<file path="src/rtl/inv_mix_columns_iter.sv">
// -----------------------------------------------------------------------------
// inv_mix_columns_iter
//
// Iterative AES InvMixColumns engine for the decryption datapath. A 128-bit
// state is accepted on a valid/ready handshake, transformed in place
// COLS_PER_CYCLE columns per clock, then offered on a valid/ready output
// handshake. The per-column GF(2^8) inverse-mix datapath is replicated
// COLS_PER_CYCLE times.
//
// Parameters
//   COLS_PER_CYCLE : columns transformed per BUSY cycle (1, 2 or 4)
//
// Ports
//   clk_i        : clock, rising edge
//   rst_ni       : asynchronous active-low reset
//   in_valid_i   : state_i is valid
//   in_ready_o   : block can accept a state (IDLE)
//   state_i      : input state; column c = state_i[127-32c -: 32],
//                  row 0 of each column in bits [31:24]
//   out_valid_o  : state_o holds a finished result (DONE)
//   out_ready_i  : consumer accepts state_o
//   state_o      : transformed state, same byte ordering as state_i
//   busy_o       : high while transforming (BUSY)
// -----------------------------------------------------------------------------
module inv_mix_columns_iter #(
    parameter int COLS_PER_CYCLE = 1
) (
    input  logic         clk_i,
    input  logic         rst_ni,
    input  logic         in_valid_i,
    output logic         in_ready_o,
    input  logic [127:0] state_i,
    output logic         out_valid_o,
    input  logic         out_ready_i,
    output logic [127:0] state_o,
    output logic         busy_o
);

    generate
        if (COLS_PER_CYCLE != 1 && COLS_PER_CYCLE != 2 && COLS_PER_CYCLE != 4) begin : g_bad_cols
            $error("inv_mix_columns_iter: COLS_PER_CYCLE must be 1, 2 or 4");
        end
    endgenerate

    // Counter step and the counter value of the final column group. With
    // four columns per cycle the step is 0 mod 4, so the single group is
    // always both first and last.
    localparam logic [1:0] STEP       = 2'(COLS_PER_CYCLE);
    localparam logic [1:0] LAST_GROUP = 2'(4 - COLS_PER_CYCLE);

    typedef enum logic [1:0] {
        S_IDLE,
        S_BUSY,
        S_DONE
    } fsm_e;

    // -------------------------------------------------------------------------
    // GF(2^8) helpers: multiply by x, and the full inverse column mix built
    // from chained xtime (x2, x4, x8) rather than lookup tables.
    // -------------------------------------------------------------------------
    function automatic logic [7:0] xtime(input logic [7:0] b);
        return {b[6:0], 1'b0} ^ (b[7] ? 8'h1b : 8'h00);
    endfunction

    function automatic logic [31:0] inv_mix_col(input logic [31:0] col);
        logic [7:0] a    [4];
        logic [7:0] m9   [4];
        logic [7:0] mb   [4];
        logic [7:0] md   [4];
        logic [7:0] me   [4];
        logic [7:0] x2, x4, x8;
        for (int r = 0; r < 4; r++) begin
            a[r]  = col[31-8*r -: 8];
            x2    = xtime(a[r]);
            x4    = xtime(x2);
            x8    = xtime(x4);
            m9[r] = x8 ^ a[r];
            mb[r] = x8 ^ x2 ^ a[r];
            md[r] = x8 ^ x4 ^ a[r];
            me[r] = x8 ^ x4 ^ x2;
        end
        return {me[0] ^ mb[1] ^ md[2] ^ m9[3],
                m9[0] ^ me[1] ^ mb[2] ^ md[3],
                md[0] ^ m9[1] ^ me[2] ^ mb[3],
                mb[0] ^ md[1] ^ m9[2] ^ me[3]};
    endfunction

    // -------------------------------------------------------------------------
    // Registers and next-state wires
    // -------------------------------------------------------------------------
    fsm_e         r_fsm;
    logic [1:0]   r_cnt;
    logic [127:0] r_state;

    fsm_e         w_fsm_next;
    logic [1:0]   w_cnt_next;
    logic [127:0] w_state_next;
    logic         w_load;
    logic         w_step;

    // Column view of the state register and the in-place updated copy.
    logic [31:0]  w_cols      [4];
    logic [31:0]  w_cols_next [4];
    logic [127:0] w_state_step;

    // Per-lane column select and transform.
    logic [1:0]   w_col_idx [COLS_PER_CYCLE];
    logic [31:0]  w_col_in  [COLS_PER_CYCLE];
    logic [31:0]  w_col_out [COLS_PER_CYCLE];

    always_comb begin
        for (int c = 0; c < 4; c++) begin
            w_cols[c] = r_state[127-32*c -: 32];
        end
    end

    genvar g;
    generate
        for (g = 0; g < COLS_PER_CYCLE; g++) begin : g_lane
            // Column indices of a group wrap naturally in the 2-bit counter.
            assign w_col_idx[g] = r_cnt + 2'(g);
            assign w_col_in[g]  = w_cols[w_col_idx[g]];
            assign w_col_out[g] = inv_mix_col(w_col_in[g]);
        end
    endgenerate

    // -------------------------------------------------------------------------
    // FSM next-state and handshake outputs
    // -------------------------------------------------------------------------
    always_comb begin
        // NOTE: every signal driven here gets a default first so that no path
        // leaves it unassigned, which would otherwise infer a latch.
        w_fsm_next  = r_fsm;
        w_cnt_next  = r_cnt;
        w_load      = 1'b0;
        w_step      = 1'b0;
        in_ready_o  = 1'b0;
        out_valid_o = 1'b0;
        busy_o      = 1'b0;
        unique case (r_fsm)
            S_IDLE: begin
                in_ready_o = 1'b1;
                if (in_valid_i) begin
                    w_load     = 1'b1;
                    w_cnt_next = 2'd0;
                    w_fsm_next = S_BUSY;
                end
            end
            S_BUSY: begin
                busy_o     = 1'b1;
                w_step     = 1'b1;
                w_cnt_next = r_cnt + STEP;
                if (r_cnt == LAST_GROUP) begin
                    w_fsm_next = S_DONE;
                end
            end
            S_DONE: begin
                out_valid_o = 1'b1;
                if (out_ready_i) begin
                    w_fsm_next = S_IDLE;
                end
            end
            default: begin
                w_fsm_next = S_IDLE;
            end
        endcase
    end

    // -------------------------------------------------------------------------
    // State register datapath: load on accept, in-place column update in BUSY
    // -------------------------------------------------------------------------
    always_comb begin
        w_cols_next = w_cols;
        for (int l = 0; l < COLS_PER_CYCLE; l++) begin
            w_cols_next[w_col_idx[l]] = w_col_out[l];
        end
        w_state_step = '0;
        for (int c = 0; c < 4; c++) begin
            w_state_step[127-32*c -: 32] = w_cols_next[c];
        end
    end

    always_comb begin
        w_state_next = r_state;
        if (w_load) begin
            w_state_next = state_i;
        end else if (w_step) begin
            w_state_next = w_state_step;
        end
    end

    always_ff @(posedge clk_i or negedge rst_ni) begin
        if (!rst_ni) begin
            r_fsm   <= S_IDLE;
            r_cnt   <= 2'd0;
            // NOTE: the wide state register is reset on purpose so that an
            // aborted operation never leaves a partial result on state_o.
            r_state <= '0;
        end else begin
            // NOTE: non-blocking assignments here so every register updates
            // from the same pre-edge values.
            r_fsm   <= w_fsm_next;
            r_cnt   <= w_cnt_next;
            r_state <= w_state_next;
        end
    end

    assign state_o = r_state;

endmodule
</file>
<file path="config.mk">
export PLATFORM = sky130hd
export DESIGN_NAME = inv_mix_columns_iter
export DESIGN_NICKNAME = d
export VERILOG_FILES = /design/src/rtl/inv_mix_columns_iter.sv
export SDC_FILE = /design/constraint.sdc
export NUM_CORES = 1
export LEC_CHECK = 0
export BUFFER_PORTS_ARGS = -buffer_cell sky130_fd_sc_hd__buf_2
export CORE_ASPECT_RATIO = 0.7
export CORE_MARGIN = 4
export CORE_UTILIZATION = 40
export DETAILED_ROUTE_END_ITERATION = 8
export PLACE_DENSITY = 0.65
export SETUP_SLACK_MARGIN = 0.02
export SLEW_MARGIN = 10
export SYNTH_ARGS = -nofsm -noshare
export SYNTH_HDL_FRONTEND = slang
export SYNTH_SLANG_ARGS = --single-unit
</file>
<file path="constraint.sdc">
create_clock -name clk_i -period 4.1 [get_ports clk_i]
set_clock_uncertainty 0.15 [all_clocks]
set_input_delay 0 -clock clk_i [delete_from_list [all_inputs] [get_ports clk_i]]
set_output_delay 0 -clock clk_i [all_outputs]
set_load 0.03 [all_outputs]
</file>
* Word level (Yosys, flattened, before mapping)
Index checks and enable logic that the tools add are counted.
** Cells by class
- Add/subtract/negate cells :: 1
- Magnitude comparators :: 2
- Equal/unequal tests :: 6
- Muxes and demuxes :: 31
- Bitwise operators :: 49
- Reduce and logical (&&, ||, !) cells :: 6
** Operators by type and width (count)
- $xor 8x8->8 :: 36
- $mux 128 :: 2
- $bwmux 128 :: 1
- $mux 32 :: 3
- $xor 8x5->8 :: 12
- $bmux 32 s2 :: 1
- $demux 32 s2 :: 1
- $mux 5 :: 12
- $mux 2 :: 4
- $ne 2x2->1 const B :: 3
- $pmux 2 s3 :: 1
- $mux 1 :: 5
- $eq 2x2->1 const B :: 2
- $pmux 2 s2 :: 1
- $reduce_bool 2->1 :: 2
- $ge 3x3->1 const B :: 1
- $lt 3x1->1 const B :: 1
- $not 2->3 :: 1
- $reduce_and 3->1 :: 1
- $add 2x1->2 const B :: 1
- $eq 2x1->1 const B :: 1
- $logic_not 2->1 :: 1
- $reduce_and 2->1 :: 1
- $logic_and 1x1->1 :: 1
** Storage, ports and cells
- Register bits :: 132
- Output and inout port bits :: 131
- Logic and storage cells :: 98

* Depth between registers and ports, before layout
Gate-level depths: netlist of run 1.
- Depth after elaboration :: 18
- Gate-level depth with buffers :: 10

* Worst setup path after synthesis of run 1
No wires, ideal clock.
- Kind :: register to register
- Start :: register r_cnt[0]
- End :: register r_state[35], in the netlist state_o[35]
- Library setup time :: 0.131 ns
- Data arrival time :: 2.907 ns
- Data required time :: 3.819 ns
- Path slack :: 0.912 ns
- Stages on the path, launching flop included :: 11
- Buffers on the path :: 4
- Clock period less this slack :: 3.188 ns
- Path through :: dfrtp_1 > buf_6 > buf_12 > buf_12 > buf_6 > mux4_2 > xnor2_2 > xnor3_1 > xnor3_2 > xnor2_1 > o21ai_1
** Between the ends
- Word-level cells in the longest chain between the ends :: 16
- Elaborated cells on any way between the ends :: 44
- Classes of those cells :: order compare: 2; mux: 18; bitwise: 23; reduce/logical: 1
** RTL lines
- start, declared :: RTL line 92 : logic [1:0] r_cnt;
- start signal, assigned :: RTL line 203 : r_cnt <= w_cnt_next;
- $not 2->3 (implied by the code) * :: RTL line 122, 175
- $bmux 32 s2 :: RTL line 122 : assign w_col_in[g] = w_cols[w_col_idx[g]];
- $mux 32 (implied by the code) (2 in series) :: RTL line 122
- $mux 5 / $xor 8x5->8 (equally long branches) :: RTL line 62 : return {b[6:0], 1'b0} ^ (b[7] ? 8'h1b : 8'h00);
- $xor 8x5->8 :: RTL line 62
- $xor 8x5->8 / $mux 5 (equally long branches) :: RTL line 62
- $xor 8x5->8 :: RTL line 62
- $xor 8x8->8, on equally long branches (2 in series) :: RTL line 78, 79
- $xor 8x8->8 (3 in series) :: RTL line 85 : mb[0] ^ md[1] ^ m9[2] ^ me[3]};
- $bwmux 128 * :: RTL line 175 : w_cols_next[w_col_idx[l]] = w_col_out[l];
- $mux 128 * :: RTL line 187 : end else if (w_step) begin
- $mux 128 * :: RTL line 185 : if (w_load) begin
- end signal, assigned :: RTL line 204 : r_state <= w_state_next;
- end, declared :: RTL line 93 : logic [127:0] r_state;
Mark *: on every way between the ends. The rest lies on a longest branch, timed or not. The select of a mux whose other input is x is not followed.
A chain may end at the register's enable or synchronous reset.

* Final worst setup path of run 1
- Start :: register r_cnt[0]
- End :: register r_state[98], in the netlist state_o[98]
** Between the ends
- Word-level cells in the longest chain between the ends :: 16
- Elaborated cells on any way between the ends :: 42
- Classes of those cells :: order compare: 2; mux: 16; bitwise: 23; reduce/logical: 1
** RTL lines (RTL line)
- $not 2->3 (implied by the code) * :: 122, 175
- $bmux 32 s2 :: 122
- $mux 32 (implied by the code) (2 in series) :: 122
- $mux 5 / $xor 8x5->8 (equally long branches) :: 62
- $xor 8x5->8 / $mux 5 (equally long branches) :: 62
- $xor 8x5->8 (2 in series) :: 62
- $xor 8x8->8, on equally long branches (2 in series) :: 78, 79
- $xor 8x8->8 (3 in series) :: 85
- $bwmux 128 * :: 175
- $mux 128 * :: 187
- $mux 128 * :: 185
Marks and branches as above.

==> results.toml, run 1 <==
[global_route]
grt_overflow = 0
grt_pass1_wl_mm = 47.6
antenna_found_initial = 0
track_usage = 0.268
grt_pass1_vias = 7795
grt_max_degree = 101

[timing]
finalSetupTns_ns = 0
hold_ws_ns = 0.110
finalWorstSetupSlack_ns = 0.293
slew_viol_final = 0
fmax_mhz = 263
slew_headroom = 0.378
min_period_ns = 3.81
worst_pin_slew_ns = 0.934
setup_viol = 0
rsz0062_at_grt = "no"
hold_viol = 0
min_period_over_period = 0.929

[cells_and_area]
diodes = 0
area_delta_synth_final_pct = 41.7
multiInputGateArea_um2 = 4700
fin_cells = 1328
ff_latch_area_um2 = 3310
fin_nets = 1183
layout_common_cells = "buf_2 (261), dlygate4sd3_1 (131), dfrtp_1 (130)"
drive_above_1_share = 0.351
fillers = 1696
final_common_cell = "buf_2"

[setup_path]
start_kind = "flip-flop"
worst_path_largest_cell_delay_ns = 0.75
rr_worst_depth = 8
crit_family = "XOR/XNOR gates"
end_kind = "flip-flop"
worstPathRequired_ns = 4.22
crit_fanout = 17
timing.rr.start = "r_cnt[0]"
crit_type = "flip-flop to flip-flop"
cp.arrival_ns = 3.93
slowest_stage = "dfrtp_2"
path_cells = "buf_12 > buf_4 > mux4_2 > xnor2_2 > xor2_2 > xor3_1 > xnor2_1 > o21ai_0"
regToRegSetupSlack_ns = 0.29
r2r_end = "state_o[98]"
crit_buf_inv = 2

[synthesis]
synth_top_area_cell = "dfrtp_1"
syn_area_um2 = 8250
synth_area_leaders = "dfrtp_1 (40%), a22oi_1 (12%), xnor2_1 (9.8%)"
ys_seq_elements = 132
yosysSeqAreaShare = 0.401
yosysTopAreaCellShare = 0.401
synthDistinctLibCells = 30
ys_warn_count = 0
synth_nets = 809
synthCells = 673
postSynthAreaPerCell_um2 = 12.3

[place]
gp_congestion = 0.953
dpl.hpwl_mm = 22.2
io_buffers = 262
detailedPlace.worstSlack_ns = 0.158
dpl.cell_count = 1167

[route]
drc_errors = 0
drt_iter0_markers = 724
ant_nets = 0
vias = 7463
avgRoutedWirePerCell_um = 23.2
drtPass1Iterations = 5
routed_wirelength_mm = 30.9
vias_per_cell = 5.62

[clock_network]
htree_levels = 4
clkTransAtPathRegs_ns = 0.06
clock_path_buffers = 2
clk_latency_ns = 0.42
cts_sinks = 132
cts-root-buf = "clkbuf_16"
cts_tree = "done"
cts_buffers = 17

[floorplanning]
design.core.area_um2 = 20000
initial_utilization = 0.412
die_y_um = 128
ios = 263
fp.dieW_um = 180
rows = 43
dieArea_um2 = 23000

[job]
drv_cap = 0

[run_status]
status = "finished clean"

[hold_path]
min_path_type = "primary input to asynchronous set/reset pin"
==> cell families (layout without fill, tap and decap cells) <==
logic type | after synthesis | count (layout) | share of synthesized area
AOI/OAI and AO/OA | 263 | 263 | 0.199
xor gates and xnor gates | 170 | 170 | 0.263
buffers and inverters | 60 | 445 | 0.0361
muxes | 33 | 33 | 0.0886
adders and majority gates | 4 | 4 | 0.00607
and+or+nand+nor | 11 | 11 | 0.00607
DFF | 132 | 132 | 0.401
==> cell usage after synthesis <==
master,count
nor3_1,1
xor3_1,4
nor2_1,2
xnor3_1,27
nor2b_1,1
a21oi_1,4
dfrtp_1,132
mux4_2,32
and2_1,1
buf_4,4
mux2i_1,1
buf_6,2
xnor2_2,10
inv_1,4
nand2_1,5
nand2b_1,1
ha_1,4
xor2_1,24
xnor3_2,3
o21ai_1,47
xor2_2,5
xnor2_4,5
xnor2_1,92
o31ai_1,1
buf_12,2
clkbuf_1,40
o21ai_0,82
buf_2,8
a21o_1,1
a22oi_1,128
==> repair_timing <==
action                                  4_1_cts  5_1_grt
resized for setup                             0        1
endpoints found under the setup margin        0        4
setup buffers                                 0        0
hold buffers                                131        0
endpoints found under the hold margin       229        0
==> per-stage QoR <==
stage	cell area, µm²	util
6_report	11700	0.584
5_1_grt	11700	0.584
4_1_cts	11700	0.584
3_5_place_dp	9820	0.490
3_3_place_gp	9820	0.490
2_1_floorplan	8250	-
==> worst max path at each step <==
stage,startpoint,to,slack [ns],cells after the start
3_5_place_dp,r_cnt[0],state_o[115],0.16,8
6_report,r_cnt[0],state_o[98],0.29,8
2_1_floorplan,r_cnt[0],state_o[35],0.91,10
5_1_grt,r_cnt[0],state_o[98],0.07,8
3_3_place_gp,r_cnt[0],state_o[51],0.21,8
4_1_cts,r_cnt[0],state_o[115],0.15,8
==> area by class of cell <==
class                   count  area share
flip-flops and latches    132       0.283
clock buffers              22      0.0406
multi-input cells         481       0.402
well taps                 270      0.0289
inverters                   4     0.00128
repair buffers            411       0.238
clock inverters             8     0.00674
==> metal layers <==
| metal | global-route usage | up-vias | part of all wire |
|---|---|---|---|
| li1 | - | 3281 | - |
| met1 | 0.385 | 3704 | 0.45 |
| met2 | 0.410 | 454 | 0.45 |
| met3 | 0.0814 | 24 | 0.096 |
| met4 | 0.0488 | 0 | 0.0076 |
| met5 | 0 | - | 0 |
==> registers in the layout, indices dropped and copies added (netlist names) <==
| signal | count |
|---|---|
| r_cnt | 2 |
| r_fsm | 2 |
| state_o | 128 |
==> worst reg2reg max path, cell delays in order (launching register included) <==
cell	delay, ns
dfrtp_2	0.75
buf_12	0.26
buf_4	0.19
mux4_2	0.65
xnor2_2	0.28
xor2_2	0.24
xor3_1	0.50
xnor2_1	0.48
o21ai_0	0.18
Power of run 1 is left out: the tool's default activity adds up to more than one toggle a clock period on the data nets, which glitch-free logic cannot reach.
==> inputs of run 2 (changes only) <==
BUFFER_PORTS_ARGS = -buffer_cell sky130_fd_sc_hd__buf_4   (was -buffer_cell sky130_fd_sc_hd__buf_2)
==> results.toml, run 2 (synthesized netlist as in run 1, its figures left out) <==
[clock_network]
cts_resized = 0
cts_tree = "done"
cts_sinks = 132
clkTransAtPathRegs_ns = 0.06
cts-root-buf = "clkbuf_16"
clock_path_buffers = 2
cts_buffers = 17
clk_latency_ns = 0.43
htree_levels = 4
cts_setup_buffers = 0

[timing]
worst_pin_slew_ns = 0.935
slew_viol_final = 0
finalSetupTns_ns = 0
slew_headroom = 0.377
rsz0062_at_grt = "no"
setup_viol = 0
fmax_mhz = 286
min_period_over_period = 0.853
min_period_ns = 3.50
hold_viol = 0

[setup_path]
crit_fanout = 15
slowest_stage = "dfrtp_2"
crit_type = "flip-flop to flip-flop"
worstPathRequired_ns = 4.22
cp-startpoint = "r_cnt[1]"
path_cells = "buf_4 > mux4_2 > xnor3_1 > xnor3_1 > xnor3_1 > xnor2_1 > o21ai_0"
timing.rr.start = "r_cnt[1]"
worst_path_largest_cell_delay_ns = 0.63
crit_family = "XOR/XNOR gates"
cpMostUsedCell = "xnor3_1"
start_kind = "flip-flop"
cp.arrival_ns = 3.62
end_kind = "flip-flop"
crit_buf_inv = 1

[floorplanning]
ios = 263
initial_utilization = 0.412
design.core.area_um2 = 20000
dieArea_um2 = 23000
fp.dieW_um = 180
die_y_um = 128
rows = 43

[global_route]
grt_pass1_wl_mm = 47.7
track_usage = 0.268
grt_overflow = 0
grt_pass1_vias = 7764
antenna_found_initial = 1
grt_max_degree = 105

[cells_and_area]
fillers = 1595
drive_above_1_share = 0.355
largest_reg_flops = 128
ff_latch_area_um2 = 3310
layout_common_cells = "buf_4 (285), dlygate4sd3_1 (131), dfrtp_1 (130)"
multiInputGateArea_um2 = 4690
final_common_cell = "buf_4"
area_delta_synth_final_pct = 50.7
fin_nets = 1190

[route]
dr_wl_met2_mm = 13.9
vias_per_cell = 5.65
met3_length_mm = 3.13
routed.top_layer = "met4"
routed_wirelength_mm = 31.1
drtPass1Iterations = 5
avgRoutedWirePerCell_um = 23.2
vias = 7551
ant_nets = 0
drt_iter0_markers = 695
drc_errors = 0
m1WireLength_mm = 13.7

[place]
dpl.hpwl_mm = 22.5
io_buffers = 262
gp_congestion = 0.990

[run_status]
status = "finished clean"

[hold_path]
min_path_type = "primary input to asynchronous set/reset pin"

[job]
drv_cap = 0
## run 2: worst paths after layout
path,end,slack (ns),depth (start not counted)
setup / recovery,state_o[102],0.60,7
hold / removal,state_o[76],0.11,2
setup reg to reg,state_o[102],0.60,7
hold reg to reg,r_fsm[0],0.34,1
max in group asynchronous,r_cnt[1],2.67,3
min in group clk_i,r_fsm[1],0.20,3
## run 2: stage by stage
stage | std cells | hold WS, ns | area (µm²) | util | setup WS [ns]
finish | 1337 | 0.115 | 12400 | 0.621 | 0.602
global route | 1337 | 0.207 | 12400 | 0.621 | 0.466
CTS | 1336 | 0.147 | 12400 | 0.621 | 0.620
global placement | 1174 | 0.0248 | 10500 | 0.526 | 0.680
floorplan | 673 | -0.446 | 8250 | - | 0.912
detailed placement | 1174 | 0.0300 | 10500 | 0.526 | 0.647
## run 2: what timing repair did
action                                 in CTS  in global routing
hold buffers                              131                  0
setup endpoints to repair                   0                  0
endpoints found under the hold margin     233                  0
## run 2: metal layers
layer / GRT usage / vias to the layer above
li1: - / 3299
met1: 0.386 / 3743
met2: 0.407 / 479
met3: 0.0769 / 30
met4: 0.0573 / 0
met5: 0 / -
## run 2: area by class of cell
type | instances | share of cell area
Antenna cell | 1 | 0.000201
Multi-Input combinational cell | 481 | 0.378
Clock buffer | 19 | 0.0348
Inverter | 4 | 0.00121
Clock inverter | 12 | 0.0127
Timing Repair Buffer | 418 | 0.280
Tap cell | 270 | 0.0272
Sequential cell | 132 | 0.266
Power of run 2 is left out for the same reason.
